<file path="src/rtl/rf_port_arbiter.sv">
// Round-robin arbiter sharing the 8x8 register file's write port and dual read
// ports between NUM_REQ requesters, with a lock for read-modify-write and a lock watchdog.
module rf_port_arbiter #(
    parameter int NUM_REQ  = 2,
    parameter int LOCK_MAX = 15
) (
    input  logic                   clk,
    input  logic                   rst,
    input  logic [NUM_REQ-1:0]     req_valid,
    output logic [NUM_REQ-1:0]     req_ready,
    input  logic [NUM_REQ-1:0]     req_we,
    input  logic [NUM_REQ-1:0]     req_lock,
    input  logic [3*NUM_REQ-1:0]   req_addr_a,
    input  logic [3*NUM_REQ-1:0]   req_addr_b,
    input  logic [8*NUM_REQ-1:0]   req_wdata,
    output logic [NUM_REQ-1:0]     rsp_valid,
    output logic [7:0]             rsp_data_a,
    output logic [7:0]             rsp_data_b,
    output logic                   lock_err,
    output logic                   rf_wrt_en,
    output logic [2:0]             rf_rd,
    output logic [7:0]             rf_dat,
    output logic [2:0]             rf_rs,
    output logic [2:0]             rf_rs2,
    input  logic [7:0]             rf_rs_o,
    input  logic [7:0]             rf_rs2_o
);

    localparam int IW = (NUM_REQ > 2) ? 2 : 1;

    typedef enum logic {
        UNLOCKED = 1'b0,
        LOCKED   = 1'b1
    } lock_state_t;

    lock_state_t          r_state;
    lock_state_t          w_state_n;
    logic [IW-1:0]        r_rr_ptr;
    logic [IW-1:0]        w_rr_n;
    logic [IW-1:0]        r_owner;
    logic [IW-1:0]        w_owner_n;
    logic [7:0]           r_idle_cnt;
    logic [7:0]           w_idle_n;
    logic [NUM_REQ-1:0]   r_pend;
    logic [NUM_REQ-1:0]   w_pend_n;
    logic                 r_lock_err;
    logic                 w_lock_err_n;

    logic                 w_hs;
    logic [IW-1:0]        w_gidx;
    logic [NUM_REQ-1:0]   w_grant;
    int                   w_scan;

    function automatic logic [IW-1:0] wrapInc(input logic [IW-1:0] idx);
        if (int'(idx) == NUM_REQ - 1)
            return '0;
        else
            return idx + 1'b1;
    endfunction

    // Scan downward in offset so the requester closest to rr_ptr is the last writer and wins.
    always_comb begin
        w_hs    = 1'b0;
        w_gidx  = '0;
        w_grant = '0;
        w_scan  = 0;
        if (r_state == LOCKED) begin
            if (req_valid[r_owner]) begin
                w_hs   = 1'b1;
                w_gidx = r_owner;
            end
        end else begin
            for (int k = NUM_REQ - 1; k >= 0; k--) begin
                w_scan = int'(r_rr_ptr) + k;
                if (w_scan >= NUM_REQ)
                    w_scan = w_scan - NUM_REQ;
                if (req_valid[w_scan]) begin
                    w_hs   = 1'b1;
                    w_gidx = IW'(w_scan);
                end
            end
        end
        if (w_hs)
            w_grant[w_gidx] = 1'b1;
    end

    assign req_ready = w_grant;

    always_comb begin
        rf_wrt_en = 1'b0;
        rf_rd     = 3'd0;
        rf_dat    = 8'd0;
        rf_rs     = 3'd0;
        rf_rs2    = 3'd0;
        if (w_hs) begin
            rf_wrt_en = req_we[w_gidx];
            rf_rd     = req_addr_a[int'(w_gidx)*3 +: 3];
            rf_rs     = req_addr_a[int'(w_gidx)*3 +: 3];
            rf_rs2    = req_addr_b[int'(w_gidx)*3 +: 3];
            rf_dat    = req_wdata[int'(w_gidx)*8 +: 8];
        end
    end

    // Lock FSM: rr_ptr only advances on unlocked handshakes and is re-seeded past the owner on release.
    always_comb begin
        w_state_n    = r_state;
        w_rr_n       = r_rr_ptr;
        w_owner_n    = r_owner;
        w_idle_n     = r_idle_cnt;
        w_lock_err_n = 1'b0;
        w_pend_n     = (w_hs && !req_we[w_gidx]) ? w_grant : '0;
        case (r_state)
            UNLOCKED: begin
                if (w_hs) begin
                    w_rr_n = wrapInc(w_gidx);
                    if (req_lock[w_gidx]) begin
                        w_state_n = LOCKED;
                        w_owner_n = w_gidx;
                        w_idle_n  = 8'd0;
                    end
                end
            end
            LOCKED: begin
                if (w_hs) begin
                    w_idle_n = 8'd0;
                    if (!req_lock[w_gidx]) begin
                        w_state_n = UNLOCKED;
                        w_rr_n    = wrapInc(r_owner);
                    end
                end else if (r_idle_cnt == 8'(LOCK_MAX - 1)) begin
                    w_state_n    = UNLOCKED;
                    w_idle_n     = 8'd0;
                    w_lock_err_n = 1'b1;
                    w_rr_n       = wrapInc(r_owner);
                end else begin
                    w_idle_n = r_idle_cnt + 8'd1;
                end
            end
            default: begin
                w_state_n = UNLOCKED;
            end
        endcase
    end

    always_ff @(posedge clk or posedge rst) begin
        if (rst) begin
            r_state    <= UNLOCKED;
            r_rr_ptr   <= '0;
            r_owner    <= '0;
            r_idle_cnt <= 8'd0;
            r_pend     <= '0;
            r_lock_err <= 1'b0;
        end else begin
            r_state    <= w_state_n;
            r_rr_ptr   <= w_rr_n;
            r_owner    <= w_owner_n;
            r_idle_cnt <= w_idle_n;
            r_pend     <= w_pend_n;
            r_lock_err <= w_lock_err_n;
        end
    end

    // Read data arrives from the register file one cycle after the handshake, aligned with r_pend.
    assign rsp_valid  = r_pend;
    assign rsp_data_a = (|r_pend) ? rf_rs_o  : 8'h00;
    assign rsp_data_b = (|r_pend) ? rf_rs2_o : 8'h00;
    assign lock_err   = r_lock_err;

endmodule

</file>
<file path="config.mk">
export PLATFORM = sky130hd
export DESIGN_NAME = rf_port_arbiter
export DESIGN_NICKNAME = d
export VERILOG_FILES = /design/src/rtl/rf_port_arbiter.sv
export SDC_FILE = /design/constraint.sdc
export NUM_CORES = 1
export LEC_CHECK = 0
export CAP_MARGIN = 20
export CORE_ASPECT_RATIO = 0.5
export CORE_MARGIN = 2
export CORE_UTILIZATION = 34
export DETAILED_ROUTE_END_ITERATION = 10
export GPL_TIMING_DRIVEN = 1
export HOLD_SLACK_MARGIN = 0.03
export PLACE_DENSITY_LB_ADDON = 0.05
export SYNTH_ARGS = -nofsm -noshare
export SYNTH_HDL_FRONTEND = slang
export SYNTH_SLANG_ARGS = --single-unit
</file>
<file path="constraint.sdc">
create_clock -name clk -period 3.2 [get_ports clk]
set_input_delay 0.64 -clock clk [delete_from_list [all_inputs] [get_ports clk]]
set_output_delay 0.64 -clock clk [all_outputs]
set_load 0.01 [all_outputs]
</file>
# Word-level counts from Yosys, hierarchy flattened
# Cells that the tools add are included.
dict set report classes {
  n_addsub 6
  n_mul 1
  div_mod_pow 0
  order_cmp 7
  n_eq_ne 5
  shifts 3
  mux 54
  n_bitwise 1
  n_reduce_logical 7
}
# cell count
set op_table {}
lappend op_table {{32-bit 2-to-1 mux} 4}
lappend op_table {{32-bit by 3-bit < comparator with 1-bit output (second input constant)} 2}
lappend op_table {{8-bit 2-to-1 mux} 7}
lappend op_table {{1-bit 2-to-1 mux} 35}
lappend op_table {{6-bit by 32-bit variable part select with 3-bit output} 1}
lappend op_table {{8-bit one-hot mux with 2 select lines} 1}
lappend op_table {{16-bit by 5-bit variable part select with 8-bit output} 1}
lappend op_table {{8-bit by 1-bit adder with 8-bit output (second input constant)} 1}
lappend op_table {{8-bit by 4-bit equality test with 1-bit output (second input constant)} 1}
lappend op_table {{3-bit 2-to-1 mux} 2}
lappend op_table {{3-bit AND reduction} 2}
lappend op_table {{6-bit by 4-bit variable part select with 3-bit output} 1}
lappend op_table {{1-bit by 2-bit < comparator with 1-bit output (second input constant)} 2}
lappend op_table {{2-bit 2-to-1 mux} 2}
lappend op_table {{2-bit inequality test (second input constant)} 2}
lappend op_table {{1-bit one-hot mux with 2 select lines} 2}
lappend op_table {{1-bit by 2-bit multiplier with 3-bit output (second input constant)} 1}
lappend op_table {{3-bit by 1-bit inequality test with 1-bit output (second input constant)} 1}
lappend op_table {{3-bit inequality test (second input constant)} 1}
lappend op_table {{1-bit by 2-bit subtractor with 3-bit output (second input constant)} 1}
lappend op_table {{2-bit by 2-bit subtractor with 3-bit output (second input constant)} 1}
lappend op_table {{1-bit adder (second input constant)} 2}
lappend op_table {{1-bit by 1-bit adder with 2-bit output (second input constant)} 1}
lappend op_table {{1-bit by 2-bit >= comparator with 1-bit output (second input constant)} 1}
lappend op_table {{8 further kinds} 9}
dict set report totals {
  reg_bits 14
  latch_bits 0
  ram_bits 0
  mem_bits_ro 0
  in_bits 52
  output_inout_bits 39
  wordCells 90
  memories 0
}

# Longest topological paths before layout
# Gate-level depths: netlist of the first run.
dict set report logic_depth {
  ltp_word 16
  depth_mapped 7
  ltp_nobuf 6
}

# Worst setup path after synthesis of the first run
# Ideal clock, no wire load.
dict set report synth_path {
  kind {input-to-output}
  startpoint {input port req_valid[1]}
  endpoint {output port rf_rs[0]}
  arrival_time_ns 1.770
  slack_ns 0.790
  cell_stages 7
  cell_sequence {mux2i_1 > nand2_1 > o21ai_0 > nor2_1 > buf_4 > a22o_1 > buf_4}
}
dict set report synth_via {
  elab_chain_len 9
  word_cells_on_any_way 19
  classes_between {mul: 1; shift: 1; mux: 17}
}
# item line_no
set synth_rtl {}
lappend synth_rtl {{start: declaration} 9} ;# input logic [NUM_REQ-1:0] req_valid,
lappend synth_rtl {{1-bit 2-to-1 mux (implied by the code) (3 in a row)} 77} ;# if (req_valid[w_scan]) begin
lappend synth_rtl {{1-bit 2-to-1 mux (2 in a row)} 77}
lappend synth_rtl {{1-bit 2-to-1 mux} 67} ;# if (r_state == LOCKED) begin
lappend synth_rtl {{1-bit by 2-bit multiplier with 3-bit output} -}
lappend synth_rtl {{6-bit by 32-bit variable part select with 3-bit output} -}
lappend synth_rtl {{3-bit 2-to-1 mux (*)} -}
lappend synth_rtl {{end: declaration} 23} ;# output logic [2:0] rf_rs,
# Mark *: on every way between the ends. The rest lies on a longest branch, timed or not. The select of a mux whose other input is x is not followed.

# Worst setup path in the final report of the first run
dict set report layout_path {
  startpoint {input port req_valid[1]}
  endpoint {output port rf_dat[0]}
}
dict set report layout_via {
  elab_chain_len 8
  word_cells_on_any_way 18
  classes_between {shift: 1; mux: 17}
}
# item line_no
set layout_rtl {}
lappend layout_rtl {{1-bit 2-to-1 mux (implied by the code) (3 in a row)} 77}
lappend layout_rtl {{1-bit 2-to-1 mux (2 in a row)} 77}
lappend layout_rtl {{1-bit 2-to-1 mux} 67}
lappend layout_rtl {{16-bit by 5-bit variable part select with 8-bit output} 100} ;# rf_dat = req_wdata[int'(w_gidx)*8 +: 8];
lappend layout_rtl {{8-bit 2-to-1 mux (*)} 95} ;# if (w_hs) begin
lappend layout_rtl {{end: declaration} 22} ;# output logic [7:0] rf_dat,
# Marked as above.

==> results of run 1 <==
[sequential cells by signal, summed over array words and instances, names as in the netlist]
| register | cells |
|---|---|
| rsp_valid | 2 |
| r_owner | 1 |
| r_idle_cnt | 8 |
| r_state | 1 |
| r_rr_ptr | 1 |
| lock_err | 1 |
[cell usage after synthesis]
master / count / area share
nand2b_1: 2 / 0.012
and3_1: 3 / 0.017
buf_4: 5 / 0.035
nor2_1: 10 / 0.035
dfrtp_1: 14 / 0.33
xnor2_1: 1 / 0.0081
a21oi_1: 4 / 0.019
clkbuf_1: 1 / 0.0035
and4_1: 1 / 0.0081
mux2i_1: 2 / 0.019
and2_1: 4 / 0.023
buf_6: 1 / 0.010
nand2_1: 7 / 0.024
o211a_4: 1 / 0.016
or2_1: 1 / 0.0058
nor3b_1: 1 / 0.0070
inv_1: 2 / 0.0070
o21ba_1: 1 / 0.0093
buf_2: 2 / 0.0093
a211o_1: 2 / 0.016
nand2b_4: 1 / 0.013
mux2_2: 1 / 0.010
a22o_1: 16 / 0.13
nand4_1: 3 / 0.017
o21ai_0: 4 / 0.019
nand3_1: 2 / 0.0093
o2bb2ai_1: 1 / 0.0081
nor3_1: 4 / 0.019
ha_1: 2 / 0.023
a221o_1: 4 / 0.037
nor2b_1: 18 / 0.10
[cells by family (layout without fill, tap and decap cells)]
family                   Yosys count  after routing  share of synthesized area
AND/OR/NAND/NOR                   57             57                      0.295
AO/OA/AOI/OAI                     33             33                      0.254
flip-flops                        14             14                      0.325
buffers and inverters             11            101                     0.0650
multiplexers                       3              3                     0.0290
adder cells (fa/ha/maj)            2              2                     0.0232
XOR/XNOR                           1              1                    0.00813
[layout by cell type (no fill, tap or decap), drive strengths merged]
master,instances
nor2,10
o21ai,4
nand4,3
xnor2,1
mux2i,2
inv,2
clkdlybuf4s50,83
a211o,2
dlymetal6s2s,6
and2,4
and4,1
mux2,1
nand2,7
nor2b,18
a221o,4
nor3,4
clkbuf,3
nor3b,1
ha,2
or2,1
o211a,1
a22o,16
nand3,2
buf,6
a21oi,4
nand2b,3
dlygate4sd2,1
dfrtp,14
o21ba,1
o2bb2ai,1
and3,3
[worst max-delay path by stage]
| stage | to | slack (ns) | cells after the start |
|---|---|---|---|
| floorplan | rf_rs[0] | 0.79 | 7 |
| global placement | rf_dat[0] | 0.06 | 8 |
| detailed placement | rf_rs2[2] | -0.008 | 8 |
| CTS | rf_rs2[2] | 0.11 | 8 |
| global route | rf_dat[0] | 0.002 | 8 |
| finish | rf_dat[0] | 0.14 | 8 |
[metrics by stage]
stage	utilization	setup TNS, ns	cell area (um2)
floorplan	-	0	1080
global placement	0.667	0	2010
detailed placement	0.667	-0.0130	2010
CTS	0.681	0	2050
global route	0.686	0	2070
finish	0.686	0	2070
[area by class of cell]
class                   instances  area [um2]
clock buffers                   3        41.3
inverters                       2        7.51
repair buffers                 96         960
fillers                       259         947
multi-input cells              96         657
well taps                      40        50.0
flip-flops and latches         14         350
[what timing repair did]
item | 4_1_cts | 5_1_grt
gates resized for setup | 1 | 6
hold buffers | 0 | 0
setup endpoints to repair | 4 | 6
cloned | 0 | 0
hold endpoints to repair | 0 | 0
[per-layer routing]
layer  vias to the layer above  track usage  part of all wire
met5                         -            0                 0
met2                        65        0.323              0.48
met1                       572        0.219              0.41
met4                         0       0.0290            0.0048
met3                         2       0.0781              0.11
li1                        617            -                 -
[report_power, final]
group / total, uW / leakage, uW / switching [uW] / internal (uW)
combinational: 576 / 0.000732 / 240 / 336
sequential: 242 / 0.000187 / 37.1 / 205
clock: 144 / 0.0000216 / 61.0 / 83.3
==> flow_summary_export.csv, run 1 <==
group,metric,value,unit
detailed_routing,ant_nets,0,
sta,worst_pin_slew,0.918,ns
sta,hold_violations,0,
setup_path,r2r_slack,1.17,ns
sta,rsz0062_at_grt,"no",
power,leakage,0.000941,uW
logic_synthesis,synth-seq-cells,14,
sta,relSlewSlack,0.386,
min_path,hold_path_depth,1,
setup_path,crit_arrival,2.42,ns
logic_synthesis,syn_area,1080,um2
final_layout,num_antenna_cells,0,
detailed_routing,routed_via_density,5.00,
setup_path,required,2.56,ns
logic_synthesis,synth.yosys.seq_area_share,0.325,
floorplan,core-area,3010,um2
floorplan,die_x,83.6,um
place,gp_congestion,0.833,
clock_network,clkLatencyLatePin,0.25,ns
setup_path,cp_max_fo,9,
clock_network,htreeDepth,1,
final_layout,drive_above_1_share,0.0569,
min_path,min_path_type,"reg -> reg",
power,power.density,466,nW/um2
final_layout,syn_to_final_growth,91.8,%
detailed_routing,wl_per_cell,13.4,um
sta,fin_crit_sh,0.956,
final_layout,layout.nets,267,
detailed_routing,first_pass_iters,4,
logic_synthesis,netlist_instances,121,
min_path,worstHoldStart,"r_idle_cnt[3]$_DFFE_PP0P_",
setup_path,path_delay_family,"buffers and inverters",
min_path,hold_path_end,"r_idle_cnt[3]$_DFFE_PP0P_",
grt,grt.total_usage,0.184,
floorplan,die_h,43.8,um
logic_synthesis,yosysWarnings,0,
place,dp_cells,248,
setup_path,reg2reg_depth,6,
clock_network,cts_tree,"yes",
logic_synthesis,synthDistinctLibCells,31,
logic_synthesis,synthesis.nets,175,
setup_path,critPathCaptureType,"output pin",
detailed_routing,wirelength,3350,um
sta,final.setup_skew,0.00147,ns
sta,finalSetupViolCount,0,
floorplan,die_area,3660,um2
clock_network,clock_path_buffers,2,
final_layout,final_cells,251,
setup_path,cpMostUsedCell,"clkdlybuf4s50_1",
floorplan,initial_core_util,0.358,
setup_path,cp_slowest_cell,"clkdlybuf4s50_1",
clock_network,post_cts_buffers,0,
sta,final_max_slew_viol_count,0,
place,place_ws,-0.00830,ns
detailed_routing,vias,1256,
setup_path,timing.rr.end,"r_idle_cnt[5]$_DFFE_PP0P_",
floorplan,ios,91,
detailed_routing,drcViolationCount,0,
setup_path,path_buf_inv,3,
clock_network,clk_pin_slew_worst_paths,0.05,ns
power,totalPowerFinal,962,uW
setup_path,rr_startpoint,"r_state$_DFF_PP0_",
setup_path,cpPeakStageDelay,0.55,ns
clock_network,root_buffer,"clkbuf_8",
grt,grt_pass1_vias,1216,
sta,timing.hold.ws,0.550,ns
setup_path,path_class,"in -> out",
detailed_routing,dr.first_iter.drc_count,48,
setup_path,worstSetupStartpoint,"req_valid[1]",
place,numPortBuffers,90,
clock_network,cts.sinks,14,
sta,worst_slack,0.142,ns
floorplan,rows,14,
flow_run,cap_violations,0,
sta,fin_crit,3.06,ns
grt,grt_max_degree,21,
clock_network,cts-buffers-inserted,3,
grt,grt.overflow.total,0,
sta,clock.fmax,327,MHz
logic_synthesis,avgSynthCellArea,8.90,um2
grt,grt_pass1_wl,5400,um
grt,antenna_found_initial,0,
place,dp_hpwl,2750,um
power,ir_worst_vdd,0.000269,V
status,status,"completed",
setup_path,cp_cell_sequence,"clkdlybuf4s50_1, mux2i_1, nand2_1, o21ai_0, nor2_1, buf_4, a22o_1, clkdlybuf4s50_1",
setup_path,start_kind,"input pin",
Note: power is estimated with default switching activity, not from simulation.
==> run 2: changes to the inputs <==
--- a/config.mk
+++ b/config.mk
@@ -12,7 +12,7 @@
 export DETAILED_ROUTE_END_ITERATION = 10
 export GPL_TIMING_DRIVEN = 1
 export HOLD_SLACK_MARGIN = 0.03
-export PLACE_DENSITY_LB_ADDON = 0.05
+export PLACE_DENSITY = 0.85
 export SYNTH_ARGS = -nofsm -noshare
 export SYNTH_HDL_FRONTEND = slang
 export SYNTH_SLANG_ARGS = --single-unit
==> run 2 against run 1 <==
  * Global-route usage grew 1.2 points
  * Clock power is essentially flat
  * Final area grew 1.6%
  * Hold slack lost 0.012 ns
  * Sequential power is essentially flat
  * Highest routed layer unchanged
  * Fmax grew 0.70%
  * Largest cell class unchanged
  * Sequential share of layout area shrank 0.27 points
  * Sequential cell count is the same
==> flow_summary_export.csv, run 2 (synthesis results as in run 1) <==
group,metric,value,unit
status,status,"completed",
final_layout,final_cell_mix,"clkdlybuf4s50_1, nor2b_1, dlymetal6s2s_1",
final_layout,final_cells,251,
floorplan,rows,14,
place,dp_hpwl,2890,um
floorplan,die_x,83.6,um
sta,final_max_slew_viol_count,0,
floorplan,die_area,3660,um2
detailed_routing,ant_nets,0,
detailed_routing,dr.first_iter.drc_count,25,
grt,grt_max_degree,21,
setup_path,critPathCaptureType,"output pin",
grt,grt.total_usage,0.196,
sta,relSlewSlack,0.617,
grt,grt.overflow.total,0,
detailed_routing,vias,1261,
clock_network,post_cts_buffers,0,
setup_path,path_delay_family,"buffers and inverters",
power,ir_worst_vdd,0.000314,V
floorplan,core-area,3010,um2
power,power.share.combinational,0.596,
final_layout,largest_reg_flops,8,
power,power_frac_seq,0.252,
flow_run,cap_violations,0,
setup_path,cpPeakStageDelay,0.55,ns
setup_path,required,2.56,ns
sta,rsz0062_at_grt,"no",
sta,worst_pin_slew,0.574,ns
setup_path,cp_slowest_cell,"clkdlybuf4s50_1",
final_layout,fin_util,0.697,
sta,clock.fmax,329,MHz
sta,timing.hold.ws,0.538,ns
place,dp_cells,248,
grt,grt_pass1_wl,5710,um
clock_network,cts_tree,"yes",
detailed_routing,wl_per_cell,15.3,um
final_layout,finalInstanceArea,2100,um2
clock_network,root_buffer,"clkbuf_8",
final_layout,num_antenna_cells,0,
min_path,min_path_type,"reg -> reg",
clock_network,cts_hold_buf,0,
sta,final.setup_skew,0.00116,ns
place,place_ws,-0.0401,ns
clock_network,clk_pin_slew_worst_paths,0.06,ns
final_layout,regMostFlops,"r_idle_cnt",
clock_network,clock_path_buffers,2,
setup_path,crit_arrival,2.40,ns
floorplan,die_h,43.8,um
clock_network,clkLatencyLatePin,0.25,ns
detailed_routing,drcViolationCount,0,
sta,fin_crit,3.04,ns
final_layout,final_common_cell,"clkdlybuf4s50_1",
final_layout,syn_to_final_growth,94.9,%
setup_path,start_kind,"input pin",
power,clkPwrFrac,0.152,
place,place_area,2010,um2
setup_path,cp_cell_sequence,"clkdlybuf4s50_1, mux2i_1, nand2_1, o21ai_0, nor2_1, buf_6, clkdlybuf4s50_1",
setup_path,cp_max_fo,16,
floorplan,ios,91,
clock_network,htreeDepth,1,
grt,antenna_found_initial,0,
setup_path,path_buf_inv,3,
detailed_routing,first_pass_iters,4,
sta,worst_slack,0.163,ns
clock_network,cts.sinks,14,
grt,grt_pass1_vias,1187,
power,leakage,0.00109,uW
sta,fin_crit_sh,0.949,
power,p_int,615,uW
power,p_sw,349,uW
sta,hold_violations,0,
final_layout,layout.nets,267,
setup_path,cpMostUsedCell,"clkdlybuf4s50_1",
setup_path,path_class,"in -> out",
floorplan,initial_core_util,0.358,
sta,finalSetupViolCount,0,
detailed_routing,routed_via_density,5.02,
clock_network,cts-buffers-inserted,3,
place,numPortBuffers,90,
power,power.density,459,nW/um2
power,p_sw_frac,0.362,
place,gp_congestion,0.800,
final_layout,drive_above_1_share,0.0569,
detailed_routing,wirelength,3830,um
## run 2: cell count changes in the layout (fill, tap and decap cells not counted)
| cell | delta |
|---|---|
| buf_4 | -1 |
| buf_6 | +1 |
| clkdlybuf4s50_1 | -12 |
| dlymetal6s2s_1 | +12 |
## run 2: routing by layer
layer,global-route usage,up-vias,part of all wire
met5,0,-,0
met3,0.0438,4,0.050
met4,0.0548,0,0.0081
met1,0.240,595,0.42
li1,-,619,-
met2,0.355,43,0.52
## run 2: layout make-up
type                    count  area [um2]
flip-flops and latches     14         350
multi-input cells          96         657
inverters                   2        7.51
well taps                  40        50.0
clock buffers               3        41.3
repair buffers             96         993
fillers                   240         913
## run 2: power groups by stage
stage,clock network (uW),logic [uW],registers (uW)
6_report,146,574,243
5_1_grt,158,618,248
4_1_cts,148,591,242
3_5_place_dp,0,584,245
3_3_place_gp,0,571,242
2_1_floorplan,0,307,231
## run 2: final timing paths
path,slack [ns],start,endpoint,cells past startpoint
max,0.16,req_valid[1],req_ready[0],7
min,0.54,r_idle_cnt[7]$_DFFE_PP0P_,r_idle_cnt[7]$_DFFE_PP0P_,1
max reg2reg,1.16,r_state$_DFF_PP0_,r_idle_cnt[2]$_DFFE_PP0P_,6
min reg2reg,0.54,r_idle_cnt[7]$_DFFE_PP0P_,r_idle_cnt[7]$_DFFE_PP0P_,1
max in group asynchronous,2.08,rst,r_idle_cnt[1]$_DFFE_PP0P_,2
min in group asynchronous,0.75,rst,rsp_valid[1]$_DFF_PP0_,2
## run 2: stage by stage
| stage | power, uW | setup TNS, ns |
|---|---|---|
| finish | 964 | 0 |
| global route | 1020 | 0 |
| CTS | 981 | 0 |
| detailed placement | 830 | -0.110 |
| global placement | 813 | 0 |
| floorplan | 538 | 0 |
## run 2: repair_timing
item,CTS,global route
resized for setup,2,18
endpoints found under the setup margin,18,18
cloned,0,0
==> run 3: changes to the inputs <==
--- a/config.mk
+++ b/config.mk
@@ -13,6 +13,7 @@
 export GPL_TIMING_DRIVEN = 1
 export HOLD_SLACK_MARGIN = 0.03
 export PLACE_DENSITY = 0.85
+export SKIP_CTS_REPAIR_TIMING = 1
 export SYNTH_ARGS = -nofsm -noshare
 export SYNTH_HDL_FRONTEND = slang
 export SYNTH_SLANG_ARGS = --single-unit
==> run 3 against run 2 <==
  * Clock skew is 0.00051 ns lower
  * Largest cell class unchanged
  * Routed wire length down 3.3%
  * Sequential share of layout area is 0.17 points higher
  * Critical endpoint is now rf_dat[5]
  * Via count fell by 0.56%
  * Sequential power about the same
  * Critical path depth increased by 1
  * Highest routed layer unchanged
==> flow_summary_export.csv, run 3 (synthesis results as in run 1) <==
group,metric,value,unit
floorplan,die_h,43.8,um
power,power.density,467,nW/um2
sta,fin_crit_sh,0.991,
detailed_routing,first_pass_iters,4,
setup_path,cp_slowest_cell,"clkdlybuf4s50_1",
clock_network,htreeDepth,1,
final_layout,drive_above_1_share,0.0569,
grt,grt.overflow.total,0,
final_layout,syn_to_final_growth,92.9,%
detailed_routing,ant_nets,0,
final_layout,layout.nets,267,
floorplan,core-area,3010,um2
setup_path,path_buf_inv,3,
clock_network,cts_tree,"yes",
setup_path,required,2.56,ns
setup_path,cp_max_fo,16,
final_layout,nFillCells,244,
grt,grt_pass1_wl,5670,um
place,dp_cells,248,
detailed_routing,vias,1254,
setup_path,start_kind,"input pin",
clock_network,clock_path_buffers,2,
sta,relSlewSlack,0.618,
floorplan,rows,14,
setup_path,path_delay_family,"buffers and inverters",
floorplan,ios,91,
setup_path,cpPeakStageDelay,0.54,ns
sta,clock.fmax,315,MHz
grt,grt_max_degree,21,
clock_network,cts-buffers-inserted,3,
power,ir_worst_vdd,0.000313,V
final_layout,largest_reg_flops,8,
floorplan,initial_core_util,0.358,
final_layout,final_common_cell,"clkdlybuf4s50_1",
detailed_routing,wirelength,3700,um
final_layout,finalInstanceArea,2080,um2
min_path,min_path_type,"reg -> reg",
final_layout,fin_util,0.690,
setup_path,critPathCaptureType,"output pin",
place,place_area,2010,um2
final_layout,final_cells,251,
sta,finalSetupViolCount,0,
clock_network,clk_pin_slew_worst_paths,0.06,ns
sta,final.setup_skew,0.000654,ns
flow_run,cap_violations,0,
status,status,"completed",
grt,grt.total_usage,0.194,
floorplan,die_area,3660,um2
sta,totalNegativeSetupSlack,0,ns
place,numPortBuffers,90,
detailed_routing,dr.first_iter.drc_count,10,
final_layout,num_antenna_cells,0,
clock_network,clkLatencyLatePin,0.25,ns
sta,worst_slack,0.0304,ns
final_layout,final_cell_mix,"clkdlybuf4s50_1, nor2b_1, a22o_1",
floorplan,die_x,83.6,um
clock_network,cts.sinks,14,
setup_path,path_class,"in -> out",
final_layout,layout.area.seq,350,um2
final_layout,regMostFlops,"r_idle_cnt",
setup_path,cp_cell_sequence,"clkdlybuf4s50_1, mux2i_1, nand2_1, o21ai_0, nor2_1, buf_6, a22o_1, clkdlybuf4s50_1",
grt,antenna_found_initial,0,
sta,fin_crit,3.17,ns
power,leakage,0.000975,uW
final_layout,multiInputGateArea,657,um2
detailed_routing,wl_per_cell,14.8,um
grt,grt_pass1_vias,1189,
place,place_ws,-0.0401,ns
detailed_routing,routed_via_density,5.00,
clock_network,root_buffer,"clkbuf_8",
place,dp_hpwl,2890,um
detailed_routing,drcViolationCount,0,
sta,worst_pin_slew,0.573,ns
setup_path,crit_arrival,2.53,ns
sta,hold_violations,0,
setup_path,cpMostUsedCell,"clkdlybuf4s50_1",
place,gp_congestion,0.800,
sta,final_max_slew_viol_count,0,
-- run 3: changes by cell type in the layout (fill, tap and decap cells not counted), sizes merged --
cell	delta
dlygate4sd2	-1
clkdlybuf4s50	+10
dlymetal6s2s	-9
-- run 3: path summary, 6_finish.rpt --
kind | slack, ns | depth (start not counted) | endpoint | startpoint
worst max register to register | 1.16 | 6 | r_idle_cnt[2]$_DFFE_PP0P_ | r_state$_DFF_PP0_
worst max-delay path | 0.03 | 8 | rf_dat[5] | req_valid[1]
max in group asynchronous | 2.08 | 2 | r_idle_cnt[1]$_DFFE_PP0P_ | rst
worst min-delay path | 0.54 | 1 | r_idle_cnt[7]$_DFFE_PP0P_ | r_idle_cnt[7]$_DFFE_PP0P_
worst min register to register | 0.54 | 1 | r_idle_cnt[7]$_DFFE_PP0P_ | r_idle_cnt[7]$_DFFE_PP0P_
min in group asynchronous | 0.75 | 2 | rsp_valid[0]$_DFF_PP0_ | rst
-- run 3: report_power, final --
group | internal [uW] | switching (uW)
sequential | 205 | 38.5
combinational | 336 | 245
clock | 83.4 | 63.4
total | 624 | 346
-- run 3: area by class of cell --
class | instances | area share
multi-input combinational | 96 | 0.316
timing repair buffer | 96 | 0.468
inverter | 2 | 0.00361
tap | 40 | 0.0241
sequential | 14 | 0.169
clock buffer | 3 | 0.0199
-- run 3: metal layers --
layer  share of wire  up-vias  track usage
met2            0.51       43        0.350
met3           0.054        6       0.0457
met1            0.42      586        0.238
met5               0        -            0
met4           0.013        0       0.0581
li1                -      619            -
-- run 3: stage by stage --
stage	hold slack, ns	total power (uW)
6_report	0.541	970
5_1_grt	0.573	1030
4_1_cts	0.539	978
3_5_place_dp	0.526	830
3_3_place_gp	0.514	813
2_1_floorplan	0.498	538
